<file path="config.mk">
export PLATFORM = sky130hd
export DESIGN_NAME = spi_slave_driver
export DESIGN_NICKNAME = d
export VERILOG_FILES = /design/src/rtl/spi_slave_driver.sv
export SDC_FILE = /design/constraint.sdc
export NUM_CORES = 1
export LEC_CHECK = 0
export ABC_AREA = 1
export CORE_MARGIN = 2
export CORE_UTILIZATION = 40
export DETAILED_ROUTE_END_ITERATION = 8
export GPL_ROUTABILITY_DRIVEN = 0
export PLACE_DENSITY = 0.71
export SYNTH_ARGS = -nofsm -noshare
export SYNTH_HDL_FRONTEND = slang
export SYNTH_SLANG_ARGS = --single-unit
export TNS_END_PERCENT = 5
</file>
<file path="constraint.sdc">
create_clock -name clk -period 3.65 [get_ports clk]
set_input_delay 0.365 -clock clk [delete_from_list [all_inputs] [get_ports clk]]
set_output_delay 0.365 -clock clk [all_outputs]
set_load 0.1 [all_outputs]
</file>
<file path="src/rtl/spi_slave_driver.sv">
// SPI mode-0 slave bit engine: synchronises cs/sclk/mosi, deserialises mosi into
// DATA_WIDTH-bit words and serialises host words onto miso, MSB first.
module spi_slave_driver #(
    parameter int DATA_WIDTH = 8
) (
    input  logic                  clk,
    input  logic                  rst,
    input  logic                  cs,
    input  logic                  sclk,
    input  logic                  mosi,
    output logic                  miso,
    input  logic [DATA_WIDTH-1:0] data_in,
    output logic                  load,
    output logic [DATA_WIDTH-1:0] data_out,
    output logic                  ready,
    output logic                  abort,
    output logic                  busy
);
    localparam int                CW   = (DATA_WIDTH > 2) ? $clog2(DATA_WIDTH) : 1;
    localparam logic [CW-1:0]     LAST = CW'(DATA_WIDTH - 1);

    typedef enum logic [1:0] {
        WAIT_CS_HIGH,
        IDLE,
        ACTIVE
    } state_t;

    state_t                  state;
    logic [1:0]              cs_sync, sclk_sync, mosi_sync;
    logic                    cs_d, sclk_d;
    logic                    cs_s, sclk_s, mosi_s;
    logic                    cs_rise, cs_fall, sclk_rise, sclk_fall;
    logic [1:0]              sync_warm;
    logic [CW-1:0]           bit_cnt;
    logic [DATA_WIDTH-1:0]   shift_tx, shift_rx, rx_next;
    logic                    rx_done;

    assign cs_s      = cs_sync[1];
    assign sclk_s    = sclk_sync[1];
    assign mosi_s    = mosi_sync[1];
    assign cs_rise   = cs_s & ~cs_d;
    assign cs_fall   = ~cs_s & cs_d;
    assign sclk_rise = sclk_s & ~sclk_d;
    assign sclk_fall = ~sclk_s & sclk_d;
    assign rx_next   = {shift_rx[DATA_WIDTH-2:0], mosi_s};
    assign miso      = busy & shift_tx[DATA_WIDTH-1];

    always_ff @(posedge clk) begin
        if (rst) begin
            cs_sync   <= 2'b11;
            sclk_sync <= 2'b00;
            mosi_sync <= 2'b00;
            cs_d      <= 1'b1;
            sclk_d    <= 1'b0;
        end else begin
            cs_sync   <= {cs_sync[0], cs};
            sclk_sync <= {sclk_sync[0], sclk};
            mosi_sync <= {mosi_sync[0], mosi};
            cs_d      <= cs_s;
            sclk_d    <= sclk_s;
        end
    end

    always_ff @(posedge clk) begin
        if (rst) begin
            state     <= WAIT_CS_HIGH;
            sync_warm <= 2'd0;
            bit_cnt   <= '0;
            shift_tx  <= '0;
            shift_rx  <= '0;
            data_out  <= '0;
            rx_done   <= 1'b0;
            load      <= 1'b0;
            ready     <= 1'b0;
            abort     <= 1'b0;
            busy      <= 1'b0;
        end else begin
            load    <= 1'b0;
            abort   <= 1'b0;
            rx_done <= 1'b0;
            ready   <= rx_done;
            if (sync_warm != 2'd3)
                sync_warm <= sync_warm + 2'd1;

            case (state)
                // The cs synchroniser comes out of reset reading "high"; wait until
                // the real pin level has flushed through before trusting cs_s.
                WAIT_CS_HIGH: begin
                    if (sync_warm == 2'd3 && cs_s)
                        state <= IDLE;
                end
                IDLE: begin
                    if (cs_fall) begin
                        shift_tx <= data_in;
                        load     <= 1'b1;
                        bit_cnt  <= '0;
                        busy     <= 1'b1;
                        state    <= ACTIVE;
                    end
                end
                ACTIVE: begin
                    if (cs_rise) begin
                        state   <= IDLE;
                        busy    <= 1'b0;
                        abort   <= (bit_cnt != '0);
                        bit_cnt <= '0;
                    end else if (sclk_rise) begin
                        shift_rx <= rx_next;
                        if (bit_cnt == LAST) begin
                            data_out <= rx_next;
                            rx_done  <= 1'b1;
                            bit_cnt  <= '0;
                        end else begin
                            bit_cnt  <= bit_cnt + CW'(1);
                        end
                    end else if (sclk_fall) begin
                        // bit_cnt==0 on a falling edge means a word just completed.
                        if (bit_cnt != '0) begin
                            shift_tx <= {shift_tx[DATA_WIDTH-2:0], 1'b0};
                        end else begin
                            shift_tx <= data_in;
                            load     <= 1'b1;
                        end
                    end
                end
                default: state <= WAIT_CS_HIGH;
            endcase
        end
    end
endmodule

</file>
Word level (Yosys, flattened, before mapping):

Cells that the tools add are included.

* add/subtract/negate cells: 2
* $mul: 0
* div/mod/pow operators: 0
* magnitude comparators: 0
* equality and inequality tests: 12
* shift operators: 0
* mux-type cells: 25
* bitwise operators: 12
* reductions and logical operators: 12

Operator list (number)
* $mux W8: 5
* $pmux W8 S2: 1
* $ne A2 B2 Y1 const B: 7
* $mux W3: 4
* $reduce_and A3 Y1: 4
* $mux W1: 8
* $not A1 Y1: 7
* $mux W2: 3
* $pmux W2 S3: 1
* $pmux W3 S2: 1
* $and A1 B1 Y1: 5
* $reduce_and A5 Y1: 1
* $eq A2 B2 Y1 const B: 2
* $pmux W1 S2: 2
* $reduce_and A4 Y1: 1
* $reduce_or A4 Y1: 1
* $add A3 B1 Y3 const B: 1
* $eq A3 B3 Y1 const B: 1
* $ne A3 B3 Y1 const B: 1
* $reduce_bool A3 Y1: 1
* $reduce_or A3 Y1: 1
* $add A2 B1 Y2 const B: 1
* $eq A2 B1 Y1 const B: 1
* $logic_not A2 Y1: 1
* 2 further kinds: 2

* register bits after elaboration: 43
* latch bits: 0
* memory bits (writable): 0
* ROM bits: 0
* input port bits: 13
* output and inout port bits: 13
* logic and storage cells: 79
* memories kept: 0

Longest topological paths before layout:

* depth in word-level cells: 6
* gate-level depth with buffers: 10
* gate-level depth less buffers: 9

Worst setup path before layout:

No wires, ideal clock.

* path type: flip-flop to output port
* from: register busy
* to: output miso
* arrival time: 1675 ps
* data required time: 3285 ps
* path slack: 1610 ps
* cell stages (with the launch flop): 3
* buffers on the path: 0
* cell sequence: dfxtp_1 nand2_1 inv_1

* longest elaborated chain between the ends: 1

RTL lines
* from (decl): RTL line 17 `output logic busy`
* from (signal assigned): RTL line 76 `busy <= 1'b0;`
* from (signal assigned): RTL line 97 `busy <= 1'b1;`
* from (signal assigned): RTL line 104 `busy <= 1'b0;`
* $and A1 B1 Y1: RTL line 46 `assign miso = busy & shift_tx[DATA_WIDTH-1];`
* to (decl): RTL line 11 `output logic miso,`

Every way passes these cells.

Final worst setup path:

Same ends and word-level chain as after synthesis.

==> flow_metrics.env <==
export IMPL_fill_cells=445
export IMPL_highest_layer="met4"
export IMPL_clock_sinks=43
export IMPL_area_growth_pct=18.8
export IMPL_yosys_warnings=0
export IMPL_hold_path_class="flip-flop to flip-flop"
export IMPL_min_period_ps=2260
export IMPL_finalCritPeriodShare_pct=61.8
export IMPL_nets=301
export IMPL_vias=1516
export IMPL_final_common_cell="nand2_1"
export IMPL_die_x_um=72.7
export IMPL_synth_fp_nets=277
export IMPL_power_frac_comb_pct=27.7
export IMPL_tns_ps=0
export IMPL_swShare_pct=32.8
export IMPL_crit_required_ps=3280
export IMPL_power_density_nw_per_um2=546
export IMPL_synthCells=255
export IMPL_cts_buffer_depth=2
export IMPL_hold_viol_final=0
export IMPL_critPathArrivalTime_ps=1890
export IMPL_h_tree_depth=2
export IMPL_maxCapViolCount=0
export IMPL_power_switching_mw=0.401
export IMPL_rsz0062_at_grt="no"
export IMPL_clk_pin_slew_worst_paths_ps=80
export IMPL_wl_um=3410
export IMPL_dr_pass1_iters=4
export IMPL_skew_ps=5.36
export IMPL_fin_cells=332
export IMPL_cts_setup_buffers=0
export IMPL_p_leak_nw=1.08
export IMPL_drtIter0Drc=87
export IMPL_fin_util_pct=50.4
export IMPL_timing_slew_headroom_pct=35.3
export IMPL_setup_viol=0
export IMPL_startpoint="busy"
export IMPL_grt_pass1_wl_um=5950
export IMPL_synth_top_cell_by_area="dfxtp_1"
export IMPL_cts_root_buffer="clkbuf_8"
export IMPL_die_area_um2=5280
export IMPL_io_pin_count=26
export IMPL_worst_pin_slew_ps=967
export IMPL_finalPower_mw=1.22
export IMPL_timing_rr_start="state[0]"
export IMPL_synth_top_area_share_pct=45.7
export IMPL_start_util_pct=42.4
export IMPL_worst_setup_path_end_kind="primary output"
export IMPL_ant_nets=0
export IMPL_antennaDiodeCount=0
export IMPL_num_rows=24
export IMPL_dp_cells=324
export IMPL_detail_route_wirelength_met1_um=1720
export IMPL_grt_pass1_vias=1404
export IMPL_dpl_hpwl_um=2300
export IMPL_grt_remaining_overflow=0
export IMPL_wl_met3_um=141
export IMPL_clkPwrFrac_pct=26.9
export IMPL_syn_avg_cell_area_um2=7.39
export IMPL_synth_area_top_cells="dfxtp_1 (46%), nand2_1 (12%), nor2_1 (11%)"
export IMPL_layout_common_cells="nand2_1 (61), nor2_1 (54), dfxtp_1 (43)"
export IMPL_cts_buffers=5
export IMPL_ctsHoldBuffers=0
export IMPL_drive_gt1_share_pct=8.21
export IMPL_core_area_um2=4440
export IMPL_grt_max_degree=29
export IMPL_io_buffers=25
export IMPL_wire_per_inst_um=10.3
export IMPL_crit_fanout=3
export IMPL_ys_seq_area_share_pct=45.7
export IMPL_ctsResizeCount=0
export IMPL_cts_tree="done"
export IMPL_fin_ws_ps=1390
export IMPL_critPathKind="flip-flop to primary output"
export IMPL_synthDistinctLibCells=23
export IMPL_power_frac_seq_pct=45.4
export IMPL_pre_cts_ws_ps=1680
export IMPL_netlist_area_um2=1890
export IMPL_outcome="completed"
export IMPL_worst_setup_path_start_kind="flip-flop"
export IMPL_insertion_delay_ps=300
export IMPL_grt_usage_pct=14.5
export IMPL_drc=0
export IMPL_worstHoldStart="sclk_sync[0]"
export IMPL_ys_ff_latch=43
export IMPL_fmax_ghz=0.443
export IMPL_die_height_um=72.7
export IMPL_avgViaCountPerCell=4.57
export IMPL_internal_power_mw=0.823
export IMPL_antenna_found_initial=0
export IMPL_peakVddDrop_mv=0.303
export IMPL_wl_met2_um=1480
export IMPL_slew_violations=0
synthesized netlist by cell type (all sizes together):
| cell type | instances |
|---|---|
| a21oi | 7 |
| buf | 7 |
| clkbuf | 1 |
| dfxtp | 43 |
| ha | 9 |
| inv | 31 |
| nand2 | 68 |
| nand3 | 13 |
| nor2 | 56 |
| nor3 | 1 |
| o21a | 1 |
| o21ai | 14 |
| or2 | 3 |
| xor2 | 1 |
sequential cells by signal, indices dropped and copies added, names as in the netlist:
register   flops
bit_cnt        3
ready          1
rx_done        1
cs_d           1
busy           1
mosi_sync      2
shift_tx       8
abort          1
sync_warm      2
state          2
data_out       8
load           1
sclk_d         1
shift_rx       7
sclk_sync      2
cs_sync        2
layer usage:
| layer | vias to the layer above | global-route usage [%] |
|---|---|---|
| met5 | - | 0 |
| met4 | 0 | 9.26 |
| met3 | 6 | 3.59 |
| met2 | 22 | 22.6 |
| met1 | 667 | 17.8 |
| li1 | 821 | - |
cell families (layout without fill, tap and decap cells):
kind of cell | after synthesis | after routing | synth area share [%]
flops | 43 | 43 | 45.7
buf+inv | 39 | 64 | 9.49
simple gates | 141 | 141 | 32.4
compound gates | 22 | 22 | 5.97
fa+ha+maj | 9 | 9 | 5.97
xor+xnor | 1 | 1 | 0.465
layout make-up:
class	count	area [µm²]	share of cell area [%]
inverters	31	119	5.30
repair buffers	25	250	11.2
multi-input cells	173	846	37.7
clock buffers	8	100	4.47
flip-flops and latches	43	861	38.4
well taps	52	65.1	2.90
critical path: stages, from the launching register on:
cell	delay, ps
dfxtp_1	360
nand2_1	60
inv_1	50
clkdlybuf4s50_1	1120
power by group through the flow:
stage | sequential [mW] | clock (mW) | combinational, mW
final | 0.555 | 0.330 | 0.339
after global routing | 0.563 | 0.360 | 0.396
after CTS | 0.556 | 0.339 | 0.341
after detailed placement | 0.567 | 0 | 0.339
after global placement | 0.565 | 0 | 0.332
after floorplan | 0.566 | 0 | 0.290
per-stage QoR:
stage	hold slack, ps	instance area (µm²)
finish	407	2240
global route	422	2240
CTS	407	2240
detailed placement	397	2140
global placement	393	2140
floorplan	388	1890
worst paths after layout:
| check | endpoint | slack (ps) | cells past startpoint |
|---|---|---|---|
| max | miso | 1390 | 3 |
| min | sclk_sync[1] | 410 | 2 |
| max reg2reg | data_out[1] | 1850 | 8 |
| min reg2reg | sclk_sync[1] | 410 | 2 |
No activity file was read; power rests on OpenSTA's default activity.
==> edit, RTL diff (config.mk and constraints unchanged) <==
`DATA_WIDTH`: 8 -> 16.
--- a/src/rtl/spi_slave_driver.sv
+++ b/src/rtl/spi_slave_driver.sv
@@ -1,7 +1,7 @@
 // SPI mode-0 slave bit engine: synchronises cs/sclk/mosi, deserialises mosi into
 // DATA_WIDTH-bit words and serialises host words onto miso, MSB first.
 module spi_slave_driver #(
-    parameter int DATA_WIDTH = 8
+    parameter int DATA_WIDTH = 16
 ) (
     input  logic                  clk,
     input  logic                  rst,
Interface: changed (resized data_in and data_out); port bits go from 26 to 42. No check against the original RTL was run, so the function may have changed too.
==> edit against the original RTL <==
- setup slack worse by 0.040 ns
- sequential share of layout area down 0.33 points
- final area increased by 60%
- routed wire length up 68%
- count of clock-buffer cells in the layout rose by 5
- sequential cell count grew 25
- total power increased by 74%
- synthesized area rose by 56%
- critical path type unchanged
- largest power group unchanged
==> edit: results (changes against the original RTL) <==
Critical path
The cell depth of the worst flop-to-flop path is 7 (-1). The arrival time of the worst setup path is 1.93 ns (+0.04 ns). The register-to-register path setup slack was 1.58 ns (-0.27 ns). The maximum fanout encountered on the critical timing path is 3 (unchanged).

The worst register-to-register path ends at shift_tx[0]. The highest cell delay on the worst timing path came to 1.12 ns (about the same). Grouping stages by cell kind, the critical path spends the most delay in buffers and inverters.

GRT
The met1 usage in global routing is 19.2% (+1.4 points). The global routing usage on met2 was 24.5% (+1.9 points). The maximum number of pins on one net before global-route repair came to 55 (+90%). The total track usage came to 15.2% (+0.70 points).

The number of global-route vias before repair was 2368 (+69%). The met3 usage is 2.93% (-0.66 points). The wire length of the first global-routing pass is 10200 µm (+71%).

STA
The worst hold slack after final layout was 0.404 ns (-0.00343 ns). The worst slew margin relative to its limit is 34.7% (-0.62 points). The largest clock skew in the final design is 0.00677 ns (+0.00140 ns). The count of final setup violators was 0 (unchanged).

Placed design
The post-place instance area is 3390 µm² (+58%). The worst setup timing slack at the placement stage is 1.27 ns (-0.413 ns). The total of buffers placed on input and output ports was 41 (+64%). The number of placed cells counting well taps is 543 (+68%). The final HPWL from detailed placement came to 3940 µm (+71%).

Synthesis
The share of synthesized area occupied by flip-flops and latches is 46.2% (+0.59 points). Sorting the synthesized cells by how often they occur yields sky130_fd_sc_hd__nand2_1, sky130_fd_sc_hd__nor2_1, sky130_fd_sc_hd__dfxtp_1. Yosys attributes the largest share of cell area to sky130_fd_sc_hd__dfxtp_1, sky130_fd_sc_hd__nand2_1, sky130_fd_sc_hd__nor2_1.

The post-synthesis cell type count is 24 (+4.3%). The average footprint of a synthesized cell is 7.04 µm² (-4.7%). The total nets after synthesis is 447 (+61%).

Routing
The wire length per cell is 10.3 µm (+0.13%). The met2 wire length is 2610 µm (+76%). The met1 layer wirelength in the final routing is 2770 µm (+61%).

The total length of routed met3 wires was 219 µm (+55%). The total number of vias is 2562 (+69%). The number of violations reported at the end of detailed-routing iteration 0 is 169 (+94%). The final wirelength is 5740 µm (+68%).

Clock tree
The clock slew seen by the registers of the worst setup and hold paths came to 0.06 ns (-0.02 ns). The clock latency reported for the late side of the worst-skew pair is 0.33 ns (+0.03 ns). The H-tree level count was 3 (+1). The total CTS buffers was 9 (+4).

Cells and area
The ratio of cells with drive above 1 in the final layout is 6.32% (-1.9 points). In the final layout, the registers with the most flip-flops are data_out x16, shift_tx x16, shift_rx x15. The number of antenna diodes came to 0 (unchanged). The layout net count is 484 (+61%). The number of fillers in the final layout is 714 (+60%).

Outcome
The run finished with clean final reports.

Power and ir drop
The leakage power is 1.69 nW (+56%). The maximum ir drop on the vdd rail was 0.216 mV (-29%).

Hold path
The worst hold path terminates at mosi_sync[1]. The startpoint of the worst hold path is mosi_sync[0].
edit: cell types whose count changed after synthesis, moves of 2 or more:
cell	unedited run	this run
sky130_fd_sc_hd__nand2_4	5	2
sky130_fd_sc_hd__clkbuf_1	1	7
sky130_fd_sc_hd__dfxtp_1	43	68
sky130_fd_sc_hd__inv_1	28	41
sky130_fd_sc_hd__nand2_1	61	114
sky130_fd_sc_hd__nor2_1	54	98
sky130_fd_sc_hd__a21oi_1	7	13
sky130_fd_sc_hd__nor2_8	0	2
sky130_fd_sc_hd__nand4_1	0	3
sky130_fd_sc_hd__o21ai_0	14	21
sky130_fd_sc_hd__o21ai_1	0	4
sky130_fd_sc_hd__nand3_1	12	15
sky130_fd_sc_hd__inv_2	2	4
edit: area by class of cell:
type	instances	area (µm²)	area share, %
Timing Repair Buffer	41	410	11.5
Inverter	45	169	4.73
Sequential cell	68	1360	38.1
Multi-Input combinational cell	290	1330	37.1
Tap cell	99	124	3.47
Clock inverter	2	35.0	0.980
Clock buffer	13	149	4.17
edit: where the power goes:
group,internal [mW],total (mW),leakage (nW),switching [mW]
Sequential,0.840,0.882,0.552,0.0427
Clock,0.330,0.577,0.0935,0.247
Combinational,0.229,0.676,1.04,0.447
edit: logic make-up after synthesis:
family	Yosys count	share of synthesized area [%]
compound gates	39	6.76
buf+inv	60	8.71
simple gates	243	34.9
fa+ha+maj	8	3.40
flops	68	46.2
edit: worst max-delay path by stage:
stage	startpoint	to	slack, ns	cells after the start
global placement	rst	shift_rx[5]	1.34	4
floorplan	busy	miso	1.61	2
detailed placement	rst	shift_rx[8]	1.27	4
finish	busy	miso	1.35	3
global route	state[0]	shift_tx[7]	1.27	7
CTS	busy	miso	1.33	3
